File: src/rtl/credit_pkg.sv
// Shared definitions for both ends of the credit-based flow-control link.

// Link-level check helper. A violated condition is reported and simulation carries on.
`define CREDIT_ASSERT(cond, msg) assert (cond) else $warning("credit link: %s", msg);

package credit_pkg;

    // Sender link state; receiver-side monitors decode the same encoding.
    typedef enum logic [1:0] {
        RESET   = 2'd0,
        WAIT_RX = 2'd1,
        ACTIVE  = 2'd2
    } sender_state_e;

endpackage

File: src/rtl/credit_counter.sv
// Saturating credit counter with load/clear and a withhold-adjusted spendable count.
module credit_counter #(
    parameter  int MaxCredit  = 8,
    localparam int CountWidth = $clog2(MaxCredit + 1)
) (
    input  logic                  clk,
    input  logic                  rst,
    input  logic                  load,
    input  logic [CountWidth-1:0] load_value,
    input  logic                  clear,
    input  logic                  inc,
    input  logic                  dec,
    input  logic [CountWidth-1:0] withhold,
    output logic [CountWidth-1:0] count,
    output logic [CountWidth-1:0] available,
    output logic                  overflow
);
    import credit_pkg::*;

    localparam logic [CountWidth-1:0] Max = CountWidth'(MaxCredit);

    logic [CountWidth-1:0] load_clamped;

    // Clamp the load value and derive the spendable count and overflow flag.
    always_comb begin
        load_clamped = (load_value > Max) ? Max : load_value;
        available    = (count > withhold) ? count - withhold : '0;
        overflow     = inc & ~dec & ~load & ~clear & (count == Max);
    end

    // Clear wins over load; simultaneous inc and dec cancel. dec is only ever
    // asserted while credits are available, so it cannot wrap below zero.
    always_ff @(posedge clk or negedge rst) begin
        if (!rst) begin
            count <= '0;
        end else if (clear) begin
            count <= '0;
        end else if (load) begin
            count <= load_clamped;
        end else if (inc && !dec) begin
            if (count != Max) count <= count + 1'b1;
        end else if (dec && !inc) begin
            count <= count - 1'b1;
        end
    end

endmodule

File: src/rtl/credit_sender.sv
// Transmitter end of the credit link: FSM, credit accounting and one-cycle output register.
module credit_sender #(
    parameter  int Width      = 8,
    parameter  int MaxCredit  = 8,
    localparam int CountWidth = $clog2(MaxCredit + 1)
) (
    input  logic                  clk,
    input  logic                  rst,
    input  logic                  push_valid,
    output logic                  push_ready,
    input  logic [Width-1:0]      push_data,
    output logic                  pop_sender_in_reset,
    input  logic                  pop_receiver_in_reset,
    output logic                  pop_valid,
    output logic [Width-1:0]      pop_data,
    input  logic                  pop_credit,
    input  logic [CountWidth-1:0] credit_initial,
    input  logic [CountWidth-1:0] credit_withhold,
    output logic [CountWidth-1:0] credit_count,
    output logic [CountWidth-1:0] credit_available
);
    import credit_pkg::*;

    sender_state_e state, state_next;
    logic          load, clear, inc, fire, overflow;

    // State register; RESET is held asynchronously and for one cycle after release.
    always_ff @(posedge clk or negedge rst) begin
        if (!rst) state <= RESET;
        else      state <= state_next;
    end

    // Next state plus the counter control strobes tied to link transitions.
    always_comb begin
        state_next          = state;
        load                = 1'b0;
        clear               = 1'b0;
        pop_sender_in_reset = 1'b0;
        case (state)
            RESET: begin
                pop_sender_in_reset = 1'b1;
                state_next          = WAIT_RX;
            end
            WAIT_RX: begin
                if (!pop_receiver_in_reset) begin
                    state_next = ACTIVE;
                    load       = 1'b1;
                end
            end
            ACTIVE: begin
                if (pop_receiver_in_reset) begin
                    state_next = WAIT_RX;
                    clear      = 1'b1;
                end
            end
            default: state_next = RESET;
        endcase
    end

    // Handshake: a beat goes only when a spendable credit exists. Returned
    // credits count only while the link is up.
    always_comb begin
        push_ready = (state == ACTIVE) && (credit_available != '0);
        fire       = push_valid & push_ready;
        inc        = pop_credit & (state == ACTIVE);
    end

    credit_counter #(.MaxCredit(MaxCredit)) u_counter (
        .clk        (clk),
        .rst        (rst),
        .load       (load),
        .load_value (credit_initial),
        .clear      (clear),
        .inc        (inc),
        .dec        (fire),
        .withhold   (credit_withhold),
        .count      (credit_count),
        .available  (credit_available),
        .overflow   (overflow)
    );

    // Output register; a beat accepted as the link drops is not forwarded.
    always_ff @(posedge clk or negedge rst) begin
        if (!rst) begin
            pop_valid <= 1'b0;
            pop_data  <= '0;
        end else begin
            pop_valid <= fire & ~clear;
            if (fire) pop_data <= push_data;
        end
    end

    // A credit returned while already at the ceiling is a receiver protocol error.
    always_ff @(posedge clk) begin
        if (rst) `CREDIT_ASSERT(!overflow, "credit returned at MaxCredit")
    end

endmodule

File: config.mk
export PLATFORM = sky130hd
export DESIGN_NAME = credit_sender
export DESIGN_NICKNAME = d
export VERILOG_FILES = /design/src/rtl/credit_pkg.sv /design/src/rtl/credit_counter.sv /design/src/rtl/credit_sender.sv
export SDC_FILE = /design/constraint.sdc
export NUM_CORES = 1
export LEC_CHECK = 0
export CAP_MARGIN = 20
export CORE_MARGIN = 4
export CORE_UTILIZATION = 47
export DETAILED_ROUTE_END_ITERATION = 10
export HOLD_SLACK_MARGIN = 0.15
export PLACE_DENSITY = 0.94
export SLEW_MARGIN = 30
export SYNTH_ARGS = -nofsm -noshare
export SYNTH_HDL_FRONTEND = slang
export SYNTH_HIERARCHICAL = 1
export SYNTH_SLANG_ARGS = --single-unit
File: constraint.sdc
create_clock -name clk -period 6.9 [get_ports clk]
set_clock_uncertainty 0.15 [all_clocks]
set_input_delay 1.38 -clock clk [delete_from_list [all_inputs] [get_ports clk]]
set_output_delay 1.38 -clock clk [all_outputs]
set_load 0.01 [all_outputs]
==> flow_summary.toml, run 1 <==
[drt]
vias_per_cell = 5.457
drc = 0
first_pass_iters = 4
drtIter0Drc = 17
finalWirelength_um = 2706
wire_per_inst_um = 15.46
antenna_left = 0
num_vias = 955

[pwr]
leakagePower_nw = 0.6425
power.density_mw_per_mm2 = 400.2
p_total_uw = 605.4
peakVddDrop_mv = 0.2512

[sta]
holdWs_ns = 0.3697
period_share = 0.7861
worst_slack_ns = 1.476
worstMarginPinSlew_ns = 0.6835
maxSlewHeadroom = 0.5429
hold_viol_final = 0
post-route-min-period_ns = 5.424
clock.fmax_ghz = 0.1844
setup_viol = 0
rsz0062_at_grt = "no"
finalSetupTns_ns = 0
report.final.slew_viol_count = 0

[clock_tree]
postCtsHoldBufs = 0
postCtsSetupBuffers = 0
cts-resized-gates = 0
cts_tree = "yes"
clkTransAtPathRegs_ns = 0.08
clockRootBuffer = "clkbuf_4"
clock_latency_ns = 0.29
cts.sinks = 15
cts_buffer_depth = 2
cts_buffers = 3
cts_htree_levels = 1

[floorplanning]
io_pins = 40
start_util = 0.4934
die_w_um = 55.96
num_rows = 17
core_mm2 = 0.002191
die_area_mm2 = 0.003132
die_y_um = 55.96

[placement]
hpwlAfterDp_um = 2151
globalplace.congestion = 0.7913
post-place-ws_ns = 1.512
numPortBuffers = 39
placedCellCount = 171

[global_routing]
overflow = 0
grt_start_max_net_pins = 16
grt_pass1_vias = 942
antenna_found_initial = 0
grt_pass1_wl_um = 4333
grt_use_total = 0.1750

[finish]
fin_cells = 175
fin_nets = 178
areaGrowthSynthToFinish_pct = 39.93
layout.cells.most_common_list = "clkdlybuf4s50_1, dfrtp_1, inv_1"
drive_gt1_frac = 0.1088
final_common_cell = "clkdlybuf4s50_1"
diodes = 0

[synth]
syn_area_mm2 = 0.001081
avgSynthCellArea_um2 = 10.20
synth_nets = 136
synthCells = 106
yosysWarnings = 6

[worst_setup_path]
cp.required_ns = 5.37
critPathMaxStageDelay_ns = 0.55
arrival_ns = 3.89
startpoint = "credit_withhold[0]"
worstPathMaxFanout = 4
r2r-start = "u_counter/count[0]"
cp_slowest_cell = "clkdlybuf4s50_1"
critPathCaptureType = "primary output"
crit_type = "input pin to primary output"
path_cells = "clkdlybuf4s50_1 > ha_1 > fa_1 > o21ai_0 > a21oi_1 > a21oi_1 > nor4_4 > nor2_1 > clkdlybuf4s50_1"
cp-start-kind = "input pin"

[flow_run]
drv_cap = 0

[worst_hold_path]
hold_path_class = "flop to flop"
min_from = "pop_data[3]"

[run_status]
status = "finished clean"
registers in the layout, summed over array words and instances, names as in the netlist:
register         count
pop_data             8
pop_valid            1
state                2
u_counter/count      4
layout make-up:
| class | count | area, µm² |
|---|---|---|
| clock buffers | 4 | 26.28 |
| fillers | 155 | 678.2 |
| inverters | 11 | 41.29 |
| multi-input cells | 77 | 636.9 |
| flip-flops and latches | 15 | 375.4 |
| well taps | 28 | 35.03 |
| repair buffers | 40 | 397.9 |
worst max-delay path: cells and delay by family:
kind	cells	cell delay [ns]
buffers and inverters	2	0.96
AND/OR/NAND/NOR	2	0.18
adder cells (fa/ha/maj)	2	0.64
AO/OA/AOI/OAI	3	0.73
per-stage QoR:
step | util | instance area, µm²
after CTS | 0.6905 | 1513
after global routing | 0.6905 | 1513
after floorplan | - | 1081
after detailed placement | 0.6785 | 1486
final | 0.6905 | 1513
after global placement | 0.6785 | 1486
worst paths after layout:
kind | end | slack, ns | cells after the start
min in group asynchronous | pop_data[0] | 1.34 | 1
setup reg to reg | u_counter/count[3] | 2.68 | 16
hold reg to reg | pop_data[3] | 0.37 | 1
max in group asynchronous | u_counter/count[2] | 4.81 | 1
hold / removal | pop_data[3] | 0.37 | 1
setup / recovery | push_ready | 1.48 | 9
power breakdown:
part	internal (mW)	leakage [nW]	switching (mW)
logic	0.221	0.445	0.168
registers	0.125	0.183	0.0397
clock network	0.0225	0.0150	0.0288
total	0.369	0.643	0.237
routing by layer:
metal,wire [µm],track usage,part of all wire
met3,141,0.03480,0.052
met2,1462,0.3372,0.54
met5,0,0,0
met1,1077,0.1888,0.40
met4,25,0.05085,0.0092
(Power assumes the default switching activity.)
==> inputs of run 2 (changes only) <==
--- a/config.mk
+++ b/config.mk
@@ -7,10 +7,10 @@
 export LEC_CHECK = 0
 export CAP_MARGIN = 20
 export CORE_MARGIN = 4
-export CORE_UTILIZATION = 47
+export CORE_UTILIZATION = 40
 export DETAILED_ROUTE_END_ITERATION = 10
 export HOLD_SLACK_MARGIN = 0.15
-export PLACE_DENSITY = 0.94
+export PLACE_DENSITY = 0.86
 export SLEW_MARGIN = 30
 export SYNTH_ARGS = -nofsm -noshare
 export SYNTH_HDL_FRONTEND = slang
==> constraint.sdc (replaced) <==
create_clock -name clk -period 4.7 [get_ports clk]
set_clock_uncertainty 0.15 [all_clocks]
set_input_delay 0.94 -clock clk [delete_from_list [all_inputs] [get_ports clk]]
set_output_delay 0.94 -clock clk [all_outputs]
set_load 0.01 [all_outputs]
==> run 2 against run 1 <==
Effect of this change:
- register-to-register slack worse by 2.0 ns
- flip-flop and latch count unchanged
- critical path depth rose by 7
- worst setup slack worse by 1.3 ns
- largest cell class unchanged
- sequential power is 45% higher
- cell count rose by 1.1%
- design area up 1.2%
- via count increased by 1.4%
- sequential share of layout area shrank 0.30 points
- combinational power increased by 52%
- utilization decreased by 8.3 points
- worst hold slack worse by 0.0023 ns
==> flow_summary.toml, run 2 (same netlist as run 1, synthesis figures left out) <==
[clock_tree]
cts_buffers = 3
clockRootBuffer = "clkbuf_4"
clock_latency_ns = 0.28
cts_buffer_depth = 2
cts_htree_levels = 1
postCtsHoldBufs = 0
cts_tree = "yes"
clkTransAtPathRegs_ns = 0.09
cts.sinks = 15

[run_status]
status = "finished clean"

[drt]
first_pass_iters = 4
finalWirelength_um = 2753
drtIter0Drc = 18
vias_per_cell = 5.469
wire_per_inst_um = 15.55
num_vias = 968
drc = 0
antenna_left = 0

[pwr]
leakagePower_nw = 0.6455
power.density_mw_per_mm2 = 592.7
peakVddDrop_mv = 0.3656

[finish]
fin_nets = 178
reg.largest.list = "pop_data: 8 flops, u_counter/count: 4 flops, state: 2 flops"
areaGrowthSynthToFinish_pct = 41.67
layout.cells.most_common_list = "clkdlybuf4s50_1, dfrtp_1, inv_1"
seqCellArea_um2 = 375.4
diodes = 0
drive_gt1_frac = 0.1497
max_flop_register = "pop_data"
fin_cells = 177
fin_area_mm2 = 0.001531
largest_register_ffs = 8
final_common_cell = "clkdlybuf4s50_1"
multiInputGateArea_um2 = 651.9
nFillCells = 224

[placement]
globalplace.congestion = 0.8841
numPortBuffers = 39
hpwlAfterDp_um = 2230
placedCellCount = 173
post_dp_cell_area_mm2 = 0.001489

[worst_setup_path]
r2r-end = "u_counter/count[3]"
worstPathMaxFanout = 5
cp.required_ns = 4.72
cp-start-kind = "input pin"
r2r-start = "u_counter/count[0]"
regToRegSetupSlack_ns = 0.69
startpoint = "credit_withhold[0]"
arrival_ns = 4.55
crit_type = "input pin to flop"
critPathCaptureType = "flop"
cp-endpoint = "u_counter/count[3]"
reg2reg_depth = 16

[global_routing]
grt_use_total = 0.1649
grt_pass1_vias = 973
overflow = 0
antenna_found_initial = 0
grt_start_max_net_pins = 16
grt_pass1_wl_um = 4512

[sta]
finalSetupTns_ns = 0
holdWs_ns = 0.3675
hold_viol_final = 0
post-route-min-period_ns = 4.526
period_share = 0.9629
maxSlewHeadroom = 0.5456
clock.fmax_ghz = 0.2210
report.final.slew_viol_count = 0
setup_viol = 0
worstMarginPinSlew_ns = 0.6794

[floorplanning]
die_y_um = 59.99
core_mm2 = 0.002522
start_util = 0.4286
num_rows = 18
die_w_um = 59.99
die_area_mm2 = 0.003598
io_pins = 40

[flow_run]
drv_cap = 0

[worst_hold_path]
hold_path_class = "flop to flop"
-- run 2: how the worst min path moves through the flow --
stage	startpoint	to	slack, ns	depth (start not counted)
final	pop_data[5]	pop_data[5]	0.37	1
after floorplan	state[0]	state[1]	0.39	2
after CTS	pop_data[5]	pop_data[5]	0.37	1
after global routing	pop_data[6]	pop_data[6]	0.39	1
after detailed placement	pop_data[5]	pop_data[5]	0.35	1
after global placement	pop_data[0]	pop_data[0]	0.34	1
-- run 2: what timing repair did --
item	in CTS	in global routing
resized for setup	0	6
buffers inserted	0	0
endpoints found under the setup margin	0	2
-- run 2: layer usage --
layer  wire length [µm]  track usage
met2               1481       0.2824
met1               1100       0.2139
met3                146      0.01296
met4                 25      0.06329
met5                  0            0
-- run 2: through the flow --
stage          worst slack (ns)    util  power [mW]
2_1_floorplan            0.3545       -      0.5782
3_3_place_gp           0.003985  0.5903      0.7842
3_5_place_dp            -0.1158  0.5903      0.8133
4_1_cts                  0.1879  0.6012      0.8939
5_1_grt                -0.01498  0.6071      0.9803
6_report                 0.1743  0.6071      0.9077
-- run 2: final cells by class --
cell class	instances	share of cell area
Clock buffer	3	0.01471
Tap cell	30	0.02451
Inverter	11	0.02696
Timing Repair Buffer	40	0.2598
Sequential cell	15	0.2451
Clock inverter	1	0.003268
Multi-Input combinational cell	77	0.4257
-- run 2: critical path, cell delays in order --
cell	delay [ns]
clkdlybuf4s50_1	0.42
ha_1	0.24
fa_1	0.43
o21ai_0	0.25
a21oi_2	0.14
a21oi_2	0.19
nor4_4	0.07
nor3b_2	0.21
inv_1	0.09
ha_1	0.26
inv_1	0.08
ha_1	0.26
and4bb_2	0.24
o21ai_0	0.23
a31oi_1	0.12
or3b_1	0.37
-- run 2: where the power goes --
part,total [mW],switching [mW],internal (mW)
Combinational,0.592,0.262,0.330
Sequential,0.240,0.0559,0.184
Clock,0.0757,0.0441,0.0316
==> inputs of run 3 (changes only) <==
--- a/config.mk
+++ b/config.mk
@@ -5,6 +5,7 @@
 export SDC_FILE = /design/constraint.sdc
 export NUM_CORES = 1
 export LEC_CHECK = 0
+export ABC_CLOCK_PERIOD_IN_PS = 4700
 export CAP_MARGIN = 20
 export CORE_MARGIN = 4
 export CORE_UTILIZATION = 40
==> results of run 3 <==
The final DEF is identical to that of run 2; final timing and power are the same.
